## src/rtl/dma_rx_rd_ctrl.sv

```systemverilog
// DMA RX read controller: replays completed read tags from the lane RAMs
// strictly in request-issue order as a 128-bit ready/valid stream.
module dma_rx_rd_ctrl #(
    parameter int RAM_RD_LAT = 1,
    parameter int SKID_DEPTH = 4
) (
    input  logic         clk,
    input  logic         rst_n,
    input  logic         req_valid,
    output logic         req_ready,
    input  logic [4:0]   req_tag,
    input  logic [10:0]  req_dw_len,
    input  logic         tag_rc_done,
    input  logic [4:0]   tag_rc_number,
    output logic         ram_rd_en,
    output logic [12:0]  ram_rd_addr,
    input  logic [127:0] ram_rd_data,
    output logic         m_valid,
    output logic [127:0] m_data,
    output logic [3:0]   m_keep,
    output logic         m_last,
    input  logic         m_ready,
    output logic         tag_free_valid,
    output logic [4:0]   tag_free_num,
    output logic         err_done
);

    localparam int SPW = (SKID_DEPTH > 1) ? $clog2(SKID_DEPTH) : 1;
    localparam int SCW = $clog2(SKID_DEPTH + 1);

    typedef enum logic [1:0] {S_IDLE, S_READ, S_DRAIN, S_FREE} state_t;

    state_t state_q, state_d;
    logic [4:0] tag_q, tag_d, beat_q, beat_d, last_idx_q, last_idx_d;
    logic [1:0] len_lo_q, len_lo_d;

    logic [15:0] ord_mem [32];
    logic [5:0] ord_wp_q, ord_wp_d, ord_rp_q, ord_rp_d;
    logic ord_full, ord_empty, push, pop;
    logic [4:0] head_tag;
    logic [10:0] head_len;
    logic [11:0] nbm1;

    logic [31:0] out_q, out_d, done_q, done_d;
    logic err_q, err_d, is_out;

    logic [RAM_RD_LAT-1:0] pv_q, pv_d, pl_q, pl_d;
    logic [3:0] pk_q [RAM_RD_LAT];
    logic [3:0] pk_d [RAM_RD_LAT];
    logic rd_last;
    logic [3:0] rd_keep;

    logic [127:0] sk_data [SKID_DEPTH];
    logic [3:0] sk_keep [SKID_DEPTH];
    logic sk_last [SKID_DEPTH];
    logic [SPW-1:0] sk_wp_q, sk_wp_d, sk_rp_q, sk_rp_d;
    logic [SCW-1:0] sk_cnt_q, sk_cnt_d;
    logic sk_push, sk_pop, credit;
    int inflight;

    function automatic logic [SPW-1:0] nxt(input logic [SPW-1:0] p);
        return (p == SPW'(SKID_DEPTH - 1)) ? '0 : p + SPW'(1);
    endfunction

    assign ord_full = (ord_wp_q[5] != ord_rp_q[5]) &&
                      (ord_wp_q[4:0] == ord_rp_q[4:0]);
    assign ord_empty = (ord_wp_q == ord_rp_q);
    assign req_ready = !ord_full;
    assign push = req_valid && !ord_full;
    assign pop = (state_q == S_FREE);
    assign head_tag = ord_mem[ord_rp_q[4:0]][15:11];
    assign head_len = ord_mem[ord_rp_q[4:0]][10:0];

    assign ram_rd_addr = {tag_q, beat_q};
    assign tag_free_valid = (state_q == S_FREE);
    assign tag_free_num = (state_q == S_FREE) ? tag_q : 5'd0;
    assign err_done = err_q;

    assign sk_push = pv_q[RAM_RD_LAT-1];
    assign m_valid = (sk_cnt_q != '0);
    assign sk_pop = m_valid && m_ready;
    assign m_data = m_valid ? sk_data[sk_rp_q] : '0;
    assign m_keep = m_valid ? sk_keep[sk_rp_q] : '0;
    assign m_last = m_valid && sk_last[sk_rp_q];

    // Read credit: pipeline plus skid occupancy must leave room for one more beat
    always_comb begin
        inflight = 0;
        for (int i = 0; i < RAM_RD_LAT; i++) inflight += int'(pv_q[i]);
        credit = (inflight + int'(sk_cnt_q)) < SKID_DEPTH;
    end

    // Sequencer: pick done head tag, issue its beats, wait drain, release
    always_comb begin
        state_d = state_q;
        tag_d = tag_q;
        beat_d = beat_q;
        last_idx_d = last_idx_q;
        len_lo_d = len_lo_q;
        ram_rd_en = 1'b0;
        rd_last = 1'b0;
        rd_keep = 4'hF;
        nbm1 = (({1'b0, head_len} + 12'd3) >> 2) - 12'd1;
        unique case (state_q)
            S_IDLE: begin
                if (!ord_empty && done_q[head_tag]) begin
                    tag_d = head_tag;
                    len_lo_d = head_len[1:0];
                    last_idx_d = nbm1[4:0];
                    beat_d = 5'd0;
                    state_d = S_READ;
                end
            end
            S_READ: begin
                if (credit) begin
                    ram_rd_en = 1'b1;
                    beat_d = beat_q + 5'd1;
                    if (beat_q == last_idx_q) begin
                        rd_last = 1'b1;
                        unique case (len_lo_q)
                            2'd0: rd_keep = 4'b1111;
                            2'd1: rd_keep = 4'b0001;
                            2'd2: rd_keep = 4'b0011;
                            2'd3: rd_keep = 4'b0111;
                        endcase
                        state_d = S_DRAIN;
                    end
                end
            end
            S_DRAIN: begin
                if (m_valid && m_ready && m_last) state_d = S_FREE;
            end
            S_FREE: state_d = S_IDLE;
        endcase
    end

    // Order FIFO pointers and tag bitmaps, including done-pulse validation
    always_comb begin
        ord_wp_d = ord_wp_q + {5'd0, push};
        ord_rp_d = ord_rp_q + {5'd0, pop};
        out_d = out_q;
        done_d = done_q;
        err_d = 1'b0;
        is_out = out_q[tag_rc_number] || (push && req_tag == tag_rc_number);
        if (pop) begin
            out_d[tag_q] = 1'b0;
            done_d[tag_q] = 1'b0;
        end
        if (push) out_d[req_tag] = 1'b1;
        if (tag_rc_done) begin
            if (!is_out || done_q[tag_rc_number] ||
                (pop && tag_q == tag_rc_number))
                err_d = 1'b1;
            else
                done_d[tag_rc_number] = 1'b1;
        end
    end

    // Sideband pipeline matching RAM latency, then skid FIFO bookkeeping
    always_comb begin
        pv_d[0] = ram_rd_en;
        pl_d[0] = rd_last;
        pk_d[0] = rd_keep;
        for (int i = 1; i < RAM_RD_LAT; i++) begin
            pv_d[i] = pv_q[i-1];
            pl_d[i] = pl_q[i-1];
            pk_d[i] = pk_q[i-1];
        end
        sk_wp_d = sk_push ? nxt(sk_wp_q) : sk_wp_q;
        sk_rp_d = sk_pop ? nxt(sk_rp_q) : sk_rp_q;
        sk_cnt_d = sk_cnt_q;
        if (sk_push && !sk_pop) sk_cnt_d = sk_cnt_q + SCW'(1);
        else if (!sk_push && sk_pop) sk_cnt_d = sk_cnt_q - SCW'(1);
    end

    // State registers
    always_ff @(posedge clk or negedge rst_n) begin
        if (!rst_n) begin
            state_q <= S_IDLE;
            tag_q <= '0;
            beat_q <= '0;
            last_idx_q <= '0;
            len_lo_q <= '0;
            ord_wp_q <= '0;
            ord_rp_q <= '0;
            out_q <= '0;
            done_q <= '0;
            err_q <= 1'b0;
            pv_q <= '0;
            pl_q <= '0;
            for (int i = 0; i < RAM_RD_LAT; i++) pk_q[i] <= '0;
            sk_wp_q <= '0;
            sk_rp_q <= '0;
            sk_cnt_q <= '0;
        end else begin
            state_q <= state_d;
            tag_q <= tag_d;
            beat_q <= beat_d;
            last_idx_q <= last_idx_d;
            len_lo_q <= len_lo_d;
            ord_wp_q <= ord_wp_d;
            ord_rp_q <= ord_rp_d;
            out_q <= out_d;
            done_q <= done_d;
            err_q <= err_d;
            pv_q <= pv_d;
            pl_q <= pl_d;
            for (int i = 0; i < RAM_RD_LAT; i++) pk_q[i] <= pk_d[i];
            sk_wp_q <= sk_wp_d;
            sk_rp_q <= sk_rp_d;
            sk_cnt_q <= sk_cnt_d;
        end
    end

    // Storage arrays; contents are only read behind valid pointers
    always_ff @(posedge clk) begin
        if (push) ord_mem[ord_wp_q[4:0]] <= {req_tag, req_dw_len};
        if (sk_push) begin
            sk_data[sk_wp_q] <= ram_rd_data;
            sk_keep[sk_wp_q] <= pk_q[RAM_RD_LAT-1];
            sk_last[sk_wp_q] <= pl_q[RAM_RD_LAT-1];
        end
    end

endmodule

```

## config.mk

```make
export PLATFORM = sky130hd
export DESIGN_NAME = dma_rx_rd_ctrl
export DESIGN_NICKNAME = d
export VERILOG_FILES = /design/src/rtl/dma_rx_rd_ctrl.sv
export SDC_FILE = /design/constraint.sdc
export NUM_CORES = 1
export LEC_CHECK = 0
export CAP_MARGIN = 15
export CORE_MARGIN = 10
export CORE_UTILIZATION = 53
export CTS_CLUSTER_DIAMETER = 150
export DETAILED_ROUTE_END_ITERATION = 12
export PLACE_DENSITY = 0.76
export SETUP_SLACK_MARGIN = 0.1
export SLEW_MARGIN = 20
export SYNTH_ARGS = -nofsm -noshare
export SYNTH_HDL_FRONTEND = slang
export SYNTH_SLANG_ARGS = --single-unit
```

## constraint.sdc

```tcl
create_clock -name clk -period 4.16 [get_ports clk]
set_input_delay 0.624 -clock clk [delete_from_list [all_inputs] [get_ports clk]]
set_output_delay 0.624 -clock clk [all_outputs]
set_load 0.01 [all_outputs]
```

==> out/metrics.sh <==
FINALCLOCKSKEW_PS=25.7
CP-START-KIND='flip-flop'
CRITPATHLAUNCH='ord_rp_q[0]'
NUMPORTBUFFERS=302
DIE_H_UM=298
SYNTH.LIB_CELLS_USED.DISTINCT=74
DRT_ITER0_MARKERS=2086
GLOBAL_ROUTE.OVERFLOW_TOTAL=0
YS_FF_LATCH=1025
ROW_COUNT=101
FINAL.HOLD.WORST_SLACK_PS=3.67
PLACE.GP.CONGESTION=0.882
CRIT_PATH_END_KIND='flip-flop'
CLOCK_SINKS=1025
STDCELL_COUNT=3562
SYNTH_TO_LAYOUT_AREA_GROWTH_PCT=19.8
NUMBER_OF_SYNTHESIZED_FLOPS_WITH_AN_ENABLE_PIN=916
SYN_AREA_PER_CELL_UM2=20.0
CTSLONGESTPATHBUFFERS=3
GRT_ANTENNA_BEFORE_REPAIR=11
POST_ROUTE_CELLS_DRIVE_ABOVE_1_SHARE=0.219
START_UTIL=0.537
REQUIRED_PS=4700
MINIMUM_CLOCK_PERIOD_AFTER_LAYOUT_PS=3820
POST-PLACE-CELLS=3369
MOSTFREQUENTLAYOUTCELLS='edfxtp_1 (916), clkdlybuf4s50_1 (298), mux4_2 (250), and2_1 (140), dfrtp_1 (104)'
TNS_PS=0
GRT_USAGE=0.208
VDD_DROP_MAX_mV=0.601
REG2REGPATHDEPTH=13
FIN_UTIL=0.643
YOSYSWARNINGCOUNT=0
CTS_ROOT_BUF='clkbuf_16'
SLEW_HEADROOM=0.292
TOP_LEVEL_PINS=310
SETUP_WS_PS=336
WORSTSETUPPATHTYPE='flip-flop to flip-flop'
FIRSTDRTPASSITERS=6
ROUTE.FINAL.WIRE_LENGTH_UM=93700
SYNTH_CELLS=2047
MIN-DELAY-PATH-CLASS='primary input to asynchronous set/reset pin'
FINAL_COUNT_OF_PINS_VIOLATING_MAX_SLEW=0
STATUS='finished clean'
CTS.REPORTEDPATHS.CLKPINSLEW_PS=60
CORE_REGION_AREA_MM2=0.0762
FINALNETCOUNT=2621
DP.FINAL_HPWL_UM=57600
VIAS_IN_THE_FIRST_GLOBAL_ROUTE=22100
DIE-WIDTH_UM=298
POST_DRT_WL_PER_CELL_UM=26.3
POST_SYNTHESIS_INSTANCE_AREA_MM2=0.0409
POWER_DENSITY_mW_PER_MM2=707
TIGHTEST_SLEW_PS=1060
MAXIMUM_ACHIEVABLE_FREQUENCY_MHz=262
FINAL-HOLD-VIOLATION-COUNT=0
HTREE_LEVELS=3
POST_DR_VIAS_CELL=5.96
YS.FLOP_TYPE='edfxtp_1'
SYNTH_SEQUENTIAL_AREA_RATIO=0.739
DETAIL_ROUTE.DRC_VIOLATIONS=0
CTS_TREE='done'
ANT_NETS=0
SYNTHARSTFLOPSHARE=0.106
GRT_SETUP_UNREPAIRED='no'
TIMING.FINAL.SETUP_VIOLATIONS=0
GRT_START_MAX_NET_PINS=125
TIMING.CRITICAL_PATH.FANOUT_MAX=16
WORST_EP_ARRIVAL_TIME_PS=4360
POWER.STATIC_LEAKAGE_nW=16.4
POST-ROUTE-PERIOD-UTIL=0.919
VIAS=21200
TRITONCTS.NUM_BUFFERS=100
GRT_PASS1_WL_UM=142000
MAX_CAP_VIOLATIONS=0
PLACE_WS_PS=190
DIE-AREA_MM2=0.0887
R2R_START='ord_rp_q[0]'
CLK_LATENCY_PS=670
MOSTFREQUENTLAYOUTCELL='edfxtp_1'
[cell type report]
cell class / count / area, um2
Sequential cell: 1025 / 30300
Fill cell: 5004 / 27200
Multi-Input combinational cell: 893 / 10000
Timing Repair Buffer: 407 / 3970
Clock buffer: 129 / 2720
Tap cell: 1030 / 1290
Clock inverter: 54 / 646
Inverter: 21 / 78.8
Antenna cell: 3 / 7.51
[kinds of logic (layout without fill, tap and decap cells)]
| logic type | count (synthesis) | after routing | share of synthesized area |
|---|---|---|---|
| xor gates and xnor gates | 37 | 37 | 0.00793 |
| AOI/OAI and AO/OA | 125 | 125 | 0.0239 |
| buffers and inverters | 131 | 611 | 0.0158 |
| muxes | 317 | 317 | 0.155 |
| and+or+nand+nor | 391 | 391 | 0.0521 |
| adders and majority gates | 19 | 19 | 0.00600 |
| other | 2 | 7 | 0.000184 |
| DFF | 1025 | 1025 | 0.739 |
[synth_stat cells, types with 10 or more instances]
| cell | number | area share |
|---|---|---|
| clkbuf_1 | 50 | 0.0046 |
| o21ai_0 | 20 | 0.0024 |
| mux2_2 | 11 | 0.0030 |
| nand2_1 | 92 | 0.0084 |
| a22o_1 | 54 | 0.012 |
| nor2_1 | 58 | 0.0053 |
| buf_2 | 11 | 0.0013 |
| xnor2_1 | 15 | 0.0032 |
| mux2i_1 | 49 | 0.012 |
| nand3_1 | 18 | 0.0022 |
| dfrtp_1 | 109 | 0.067 |
| ha_1 | 18 | 0.0055 |
| a21oi_1 | 10 | 0.0012 |
| buf_1 | 23 | 0.0021 |
| mux4_2 | 250 | 0.14 |
| edfxtp_1 | 916 | 0.67 |
| and2_1 | 144 | 0.022 |
| inv_1 | 20 | 0.0018 |
| nor3_1 | 13 | 0.0016 |
| xor2_1 | 22 | 0.0047 |
| buf_4 | 15 | 0.0028 |
| nor3b_1 | 12 | 0.0022 |
[per-stage QoR]
stage	cell area [um2]	power, mW
final	49000	34.7
after global routing	49000	36.2
after CTS	48900	34.9
after detailed placement	45600	25.8
after global placement	45600	25.5
after floorplan	40900	20.9
[flip-flops by register name, summed over array words and instances (netlist names), 3 cells and up]
name / flops
sk_last: 4
out_q: 32
sk_data: 512
done_q: 32
pk_q: 4
last_idx_q: 5
sk_cnt_q: 3
beat_q: 5
ord_wp_q: 6
ord_rp_q: 6
ord_mem: 384
sk_keep: 16
tag_q: 5
[path summary, 6_finish.rpt]
kind	end	slack, ps
max in group asynchronous	out_q[5]	3250
min reg2reg	out_q[1]	480
min	done_q[6]	4
max reg2reg	last_idx_q[4]	340
min in group clk	out_q[1]	480
max	last_idx_q[4]	340
[critical path, stage by stage, from the launching register on]
cell      delay (ps)
dfrtp_4          510
buf_4            180
buf_12           180
buf_12           160
mux4_2           510
mux4_2           510
mux2i_1          400
nor3_1           190
nand2b_1         180
ha_1             220
nor3_1           230
a21oi_1          120
xnor2_1          190
a21oi_1           80
[routing by layer]
metal  up-vias  track usage  part of all wire
met4        16       0.0577             0.021
met3       156       0.0410             0.081
met2       959        0.347              0.51
met5         -            0            0.0011
li1       9034            -                 -
met1     11100        0.279              0.39
[what timing repair did]
item | CTS | global route
setup endpoints to repair | 0 | 15
buffers inserted | 0 | 7
resized for setup | 0 | 4
hold buffers | 0 | 0
[where the power goes]
part           internal (mW)  leakage (nW)  switching (mW)  total [mW]
clock network           5.28          1.64            3.81        9.09
logic                   6.31          5.26            5.88        12.2
registers               12.5          9.52           0.844        13.4
total                   24.1          16.4            10.5        34.7
Power figures use the tool's default switching activity.
